### src/rtl/mem_port_arbiter.sv
// ---------------------------------------------------------------------------
// mem_port_arbiter
//
// Shares one single-port memory bus between the instruction-fetch requester
// (IF) and the load/store requester (DM). Only one bus transaction is in
// flight at a time. DM normally wins arbitration, but a run-length counter
// forces an IF grant after MAX_DM_RUN consecutive DM grants while IF waits.
// Fetch responses made obsolete by a branch flush are swallowed.
//
// Parameters:
//   MAX_DM_RUN    consecutive DM grants allowed while IF is requesting (1..15)
//
// Ports:
//   i_clk, i_rst              clock, synchronous active-high reset
//   i_if_req, i_if_addr       fetch request (level) and address
//   o_if_valid, o_if_rdata    fetch response strobe and data
//   o_if_stall                fetch stall for the hazard unit
//   i_flush                   branch taken; cancels pending/outstanding fetch
//   i_dm_req, i_dm_wren,      data request (level), store flag, address,
//   i_dm_addr, i_dm_wdata,    store data and byte enables
//   i_dm_bmask
//   o_dm_valid, o_dm_rdata    data response strobe (load data / store ack)
//   o_dm_stall                data stall for the hazard unit
//   o_bus_req, o_bus_wren,    registered bus request and copies of the
//   o_bus_addr, o_bus_wdata,  granted request
//   o_bus_bmask
//   i_bus_gnt                 bus accepts request when o_bus_req & i_bus_gnt
//   i_bus_rvalid, i_bus_rdata bus response / write ack and data
//   o_busy                    FSM is not idle
// ---------------------------------------------------------------------------
module mem_port_arbiter #(
  parameter int unsigned MAX_DM_RUN = 4
) (
  input  logic        i_clk,
  input  logic        i_rst,
  input  logic        i_if_req,
  input  logic [31:0] i_if_addr,
  output logic        o_if_valid,
  output logic [31:0] o_if_rdata,
  output logic        o_if_stall,
  input  logic        i_flush,
  input  logic        i_dm_req,
  input  logic        i_dm_wren,
  input  logic [31:0] i_dm_addr,
  input  logic [31:0] i_dm_wdata,
  input  logic [3:0]  i_dm_bmask,
  output logic        o_dm_valid,
  output logic [31:0] o_dm_rdata,
  output logic        o_dm_stall,
  output logic        o_bus_req,
  output logic        o_bus_wren,
  output logic [31:0] o_bus_addr,
  output logic [31:0] o_bus_wdata,
  output logic [3:0]  o_bus_bmask,
  input  logic        i_bus_gnt,
  input  logic        i_bus_rvalid,
  input  logic [31:0] i_bus_rdata,
  output logic        o_busy
);

  typedef enum logic [1:0] {
    IDLE = 2'd0,
    REQ  = 2'd1,
    WAIT = 2'd2
  } state_t;

  localparam logic [3:0] RUN_MAX = 4'(MAX_DM_RUN);

  state_t     state;
  logic       owner_dm;
  logic [3:0] dm_run;
  logic       drop_q;

  logic ifc_cand;
  logic dm_cand;
  logic grant_if;
  logic grant_dm;
  logic resp_here;

  // A flushed fetch is not a candidate. IF wins when DM is absent or when
  // DM has used up its run budget; otherwise DM takes the bus.
  always_comb begin
    ifc_cand = i_if_req & ~i_flush;
    dm_cand  = i_dm_req;
    grant_if = ifc_cand & (~dm_cand | (dm_run == RUN_MAX));
    grant_dm = dm_cand & ~grant_if;
  end

  // Arbitration FSM plus the registered bus request. The bus registers keep
  // the last granted request after the transaction completes.
  always_ff @(posedge i_clk) begin
    if (i_rst) begin
      state       <= IDLE;
      owner_dm    <= 1'b0;
      dm_run      <= 4'd0;
      drop_q      <= 1'b0;
      o_bus_req   <= 1'b0;
      o_bus_wren  <= 1'b0;
      o_bus_addr  <= 32'd0;
      o_bus_wdata <= 32'd0;
      o_bus_bmask <= 4'd0;
    end else begin
      case (state)
        IDLE: begin
          if (grant_if) begin
            state       <= REQ;
            owner_dm    <= 1'b0;
            dm_run      <= 4'd0;
            o_bus_req   <= 1'b1;
            o_bus_wren  <= 1'b0;
            o_bus_addr  <= i_if_addr;
            o_bus_wdata <= 32'd0;
            o_bus_bmask <= 4'd0;
          end else if (grant_dm) begin
            state       <= REQ;
            owner_dm    <= 1'b1;
            o_bus_req   <= 1'b1;
            o_bus_wren  <= i_dm_wren;
            o_bus_addr  <= i_dm_addr;
            o_bus_wdata <= i_dm_wdata;
            o_bus_bmask <= i_dm_bmask;
            // The run only counts against IF while IF is actually waiting,
            // so DM can stream freely when fetch is quiet.
            if (i_if_req && (dm_run != RUN_MAX)) begin
              dm_run <= dm_run + 4'd1;
            end
          end
        end
        REQ: begin
          if (i_bus_gnt) begin
            state     <= WAIT;
            o_bus_req <= 1'b0;
            // A flush landing on the grant cycle can no longer withdraw the
            // request, so the eventual fetch response is dropped instead.
            if (!owner_dm && i_flush) begin
              drop_q <= 1'b1;
            end
          end else if (!owner_dm && i_flush) begin
            state     <= IDLE;
            o_bus_req <= 1'b0;
          end
        end
        WAIT: begin
          if (i_bus_rvalid) begin
            state  <= IDLE;
            drop_q <= 1'b0;
          end else if (!owner_dm && i_flush) begin
            drop_q <= 1'b1;
          end
        end
        default: begin
          state <= IDLE;
        end
      endcase
    end
  end

  // Responses pass straight through so a requester can issue its next
  // request in the cycle after it sees valid. A flush in the response cycle
  // itself masks the fetch strobe just like an earlier flush.
  always_comb begin
    resp_here  = (state == WAIT) & i_bus_rvalid;
    o_if_valid = resp_here & ~owner_dm & ~drop_q & ~i_flush;
    o_dm_valid = resp_here & owner_dm;
    o_if_rdata = i_bus_rdata;
    o_dm_rdata = i_bus_rdata;
    o_if_stall = i_if_req & ~o_if_valid;
    o_dm_stall = i_dm_req & ~o_dm_valid;
    o_busy     = (state != IDLE);
  end

endmodule

### config.mk
export PLATFORM = sky130hd
export DESIGN_NAME = mem_port_arbiter
export DESIGN_NICKNAME = d
export VERILOG_FILES = /design/src/rtl/mem_port_arbiter.sv
export SDC_FILE = /design/constraint.sdc
export NUM_CORES = 1
export LEC_CHECK = 0
export ABC_AREA = 1
export BUFFER_PORTS_ARGS = -buffer_cell sky130_fd_sc_hd__buf_2
export CAP_MARGIN = 20
export CORE_AREA = 2 2 107 109
export CTS_CLUSTER_DIAMETER = 150
export CTS_CLUSTER_SIZE = 14
export DETAILED_ROUTE_END_ITERATION = 8
export DIE_AREA = 0 0 109 111
export PLACE_DENSITY_LB_ADDON = 0.15
export SLEW_MARGIN = 30
export SYNTH_ARGS = -nofsm -noshare
export SYNTH_HDL_FRONTEND = slang
export SYNTH_SLANG_ARGS = --single-unit
### constraint.sdc
create_clock -name i_clk -period 1.5 [get_ports i_clk]
set_input_delay 0.3 -clock i_clk [delete_from_list [all_inputs] [get_ports i_clk]]
set_output_delay 0.3 -clock i_clk [all_outputs]
set_load 0.05 [all_outputs]
* After elaboration in Yosys (flattened, before gate mapping) *
Cells that the tools add are included.

cells by class
  add/subtract/negate cells = 1
  equal/unequal tests = 8
  muxes and demuxes = 27
  bitwise operators = 18
  reduce and logical (&&, ||, !) cells = 14

operator list
  cell                                                   count
  2-to-1 mux 32 bit                                      4
  2-to-1 mux 4 bit                                       5
  bitwise AND 1 bit                                      10
  2-to-1 mux 1 bit                                       10
  2-to-1 mux 2 bit                                       5
  nonzero test 2 bit                                     5
  AND reduction 3 bit                                    3
  NOT 1 bit                                              7
  inequality test 3 bit, second input constant           2
  one-hot mux 2 bit (3 select lines)                     1
  adder 4 x 1 -> 4 bit, second input constant            1
  equality test 4 x 3 -> 1 bit, second input constant    1
  inequality test 2 bit, second input constant           2
  inequality test 4 x 3 -> 1 bit, second input constant  1
  one-hot mux 1 bit (2 select lines)                     2
  AND reduction 2 bit                                    2
  equality test 2 x 1 -> 1 bit, second input constant    1
  equality test 2 bit, second input constant             1
  logical AND 1 bit                                      2
  logical NOT 2 bit                                      1
  logical NOT 1 bit                                      1
  OR 1 bit                                               1

storage, ports and cells
  flip-flop bits (word level) = 78
  input port bits = 140
  output and inout port bits = 139
  logic and storage cells = 77

* Logic depth before layout (Yosys ltp) *
  depth after elaboration = 8
  gate-level depth with buffers = 11
  mapped depth without buffers = 9

* Least setup slack after synthesis *
OpenSTA, ideal clock, no wires.

  path type = reg-to-output
  start = register state[1]
  end = output o_if_stall
  data arrival time = 2.755 ns
  required time = 1.200 ns
  slack = -1.555 ns
  stages on the path, launching flop included = 6
  path buffers = 0
  cell sequence = dfxtp_1 -> inv_1 -> nor2_1 -> nand2_1 -> nor4_1 -> nor2_1

between the ends
  longest elaborated chain between the ends = 7

ends and longest elaborated chain
  element                          RTL line  source
  start: declaration               69        state_t state;
  start signal: assignment         93        state <= IDLE;
  start signal: assignment         106       state <= REQ;
  start signal: assignment         115       state <= REQ;
  equality test 2 bit              162       resp_here = (state == WAIT) & i_bus_rvalid;
  bitwise AND 1 bit                162
  bitwise AND 1 bit (3 in series)  163       o_if_valid = resp_here & ~owner_dm & ~drop_q & ~i_flush;
  via o_if_valid                   38        output logic o_if_valid,
  NOT 1 bit                        167       o_if_stall = i_if_req & ~o_if_valid;
  bitwise AND 1 bit                167
  end: declaration                 40        output logic o_if_stall,

The timed path passes the listed nets, and every way through them passes these cells.

* Worst setup path after layout *
  start = register state[1]
  end = output o_if_valid

between the ends
  longest elaborated chain between the ends = 5

ends and longest elaborated chain
  element                          RTL line
  equality test 2 bit              162
  bitwise AND 1 bit                162
  bitwise AND 1 bit (3 in series)  163
  end: declaration                 38

Every way passes these cells.

==> flow_summary.ini <==
[status]
outcome = complete, but fails checks
violations = negative setup slack

[yosys]
synth_most_common_cell = nand2_1
syn_inst = 590
synth_top_family_by_area = simple AND/OR/NAND/NOR gates
synth_adder_area_share_pct = 0.621
ys_types = 20
synth_nets = 732
ys_ff_latch = 78
synth_simple_gate_area_share_pct = 32.8
synthArstFlopShare_pct = 0
synth_xor_area_share_pct = 0.217
synth_area_per_cell_um2 = 6.83
yosysTopAreaCell = dfxtp_1
synthMuxAreaShare_pct = 0
yosysTopAreaCellShare_pct = 38.7
syn_area_um2 = 4030
netlist_top_cells_count = 126 x nand2_1, 105 x nand3_1, 78 x dfxtp_1, 75 x nor2_1, 68 x buf_4
yosysWarningCount = 0
synth.area.top_cells = dfxtp_1 39%, nand3_1 13%, buf_4 13%
yosysSeqAreaShare_pct = 38.7
ys.flop_type = dfxtp_1
synth_edf_count = 0
synth_compound_area_share_pct = 5.96

[route]
dr.pass1.iters = 4
drt_iter0_markers = 289
detail-route-antenna-nets = 0
drt-total-wl_mm = 12.6
via_count = 4105
wl_per_cell_um = 14.5
drcViolationCount = 0
viasPerCell = 4.72

[placed_design]
place_congestion = 0.805
dp_hpwl_mm = 7.35
numPlacedInstances = 833
place_area_um2 = 4700
dp_slack_ns = 0.00850
io_buffers = 182

[grt]
grt_pass1_vias = 3521
global_route.usage.total_pct = 17.4
grt_first_pass_wirelength_mm = 16.8
grt_max_degree = 63
grt_overflow_total = 0
antenna_found_initial = 0

[sta]
drv_slew = 0
min_period_over_period_pct = 107
fin_ws_ns = -0.101
hold_viol = 0
tns_ns = -0.336
fin_crit_ns = 1.60
setup_viol = 4
tightest_slew_ns = 0.320
fin_skew_ns = 0.0117
rsz0062_at_grt = yes
fmax_ghz = 0.625
maxSlewHeadroom_pct = 78.5

[clock_network]
cts.sinks = 78
h-tree-depth = 3
cts_made_buffers = 9
clockRootBuffer = clkbuf_16
clkTransAtPathRegs_ns = 0.06
clk_latency_ns = 0.33
cts_tree = done
cts_buffer_depth = 2

[worst_setup_path]
worst-setup-path-type = flip-flop to output pin
cp.arrival_ns = 1.30
path_max_fanout = 2
end_kind = output pin
critPathLaunchType = flip-flop
worstPathRequired_ns = 1.20

[finish]
finalNetCount = 863
fin_area_um2 = 5530
n_antenna_cell = 0
final_cells = 869
syn2layout_area_growth_pct = 37.2
drive_above_1_share_pct = 36.1

[floorplanning]
fp.dieH_um = 111
ioPinCount = 279
dieArea_um2 = 12100
start_util_pct = 36.4
rows = 39
die_w_um = 109
coreArea_um2 = 11100

[power]
peakVddDrop_mv = 0.474
p_leak_nw = 2.93
power_density_nw_per_um2 = 1180
power_w = 0.00653

[job]
cap_violations = 0

[min_path]
min_path_type = primary input to flip-flop
## metal layers
layer	GRT usage [%]	vias up	routed length, um
met1	22.1	1861	5670
li1	-	2057	-
met5	0	-	0
met3	5.11	17	1010
met2	27.5	170	5800
met4	6.75	0	145
## layout by cell type (no fill, tap or decap), drive strengths merged, types with 3 or more instances in the layout
cell,instances
nand2,128
inv,48
nand3,105
o21ai,3
a21oi,45
dfxtp,78
clkbuf,22
buf,209
nor2,77
## power breakdown
group | switching [W] | leakage [nW] | internal, W
Combinational | 0.00132 | 2.15 | 0.000652
Sequential | 0.0000927 | 0.645 | 0.00226
Clock | 0.000872 | 0.142 | 0.00134
Total | 0.00228 | 2.93 | 0.00425
## final timing paths
check,from,end,slack (ns),cells past startpoint
max,state[1],o_if_valid,-0.10,5
min,i_bus_rvalid,state[1],0.17,2
max reg2reg,dm_run[0],dm_run[0],0.02,8
min reg2reg,o_bus_wdata[10],o_bus_wdata[10],0.46,2
## per-stage QoR
step           utilization, %  hold slack (ns)
2_1_floorplan               -            0.380
3_3_place_gp             42.5            0.447
3_5_place_dp             42.5            0.453
4_1_cts                  45.9            0.154
5_1_grt                  49.9            0.150
6_report                 49.9            0.167
## sequential cells by signal, summed over array words and instances, names as in the netlist
signal,cells
state,2
dm_run,4
o_bus_wren,1
o_bus_bmask,4
o_bus_req,1
owner_dm,1
o_bus_addr,32
o_bus_wdata,32
drop_q,1
## repair_timing
item                       in CTS  in global routing
cloned                          1                 13
setup endpoints to repair       8                 78
setup buffers                   2                  4
pin swaps                       4                  6
resized for setup              16                 21
hold buffers                    0                  0
## critical path, stage by stage (launching register included)
cell and delay, ns:
dfxtp_2 0.33, inv_2 0.04, nor2_2 0.08, nand2_2 0.08, nor4_4 0.24, buf_6 0.21
## layout make-up
class	count	area, um^2
Clock buffer	11	243
Clock inverter	5	58.8
Inverter	48	180
Timing Repair Buffer	220	1570
Sequential cell	78	1570
Multi-Input combinational cell	364	1730
Fill cell	1099	5550
Tap cell	143	179
## logic make-up (layout without fill, tap and decap cells)
family | Yosys count | after routing
adders and majority gates | 2 | 2
and+or+nand+nor | 312 | 313
AOI/OAI and AO/OA | 48 | 48
buffers and inverters | 149 | 284
xor gates and xnor gates | 1 | 1
DFF | 78 | 78
(Power assumes the default switching activity.)
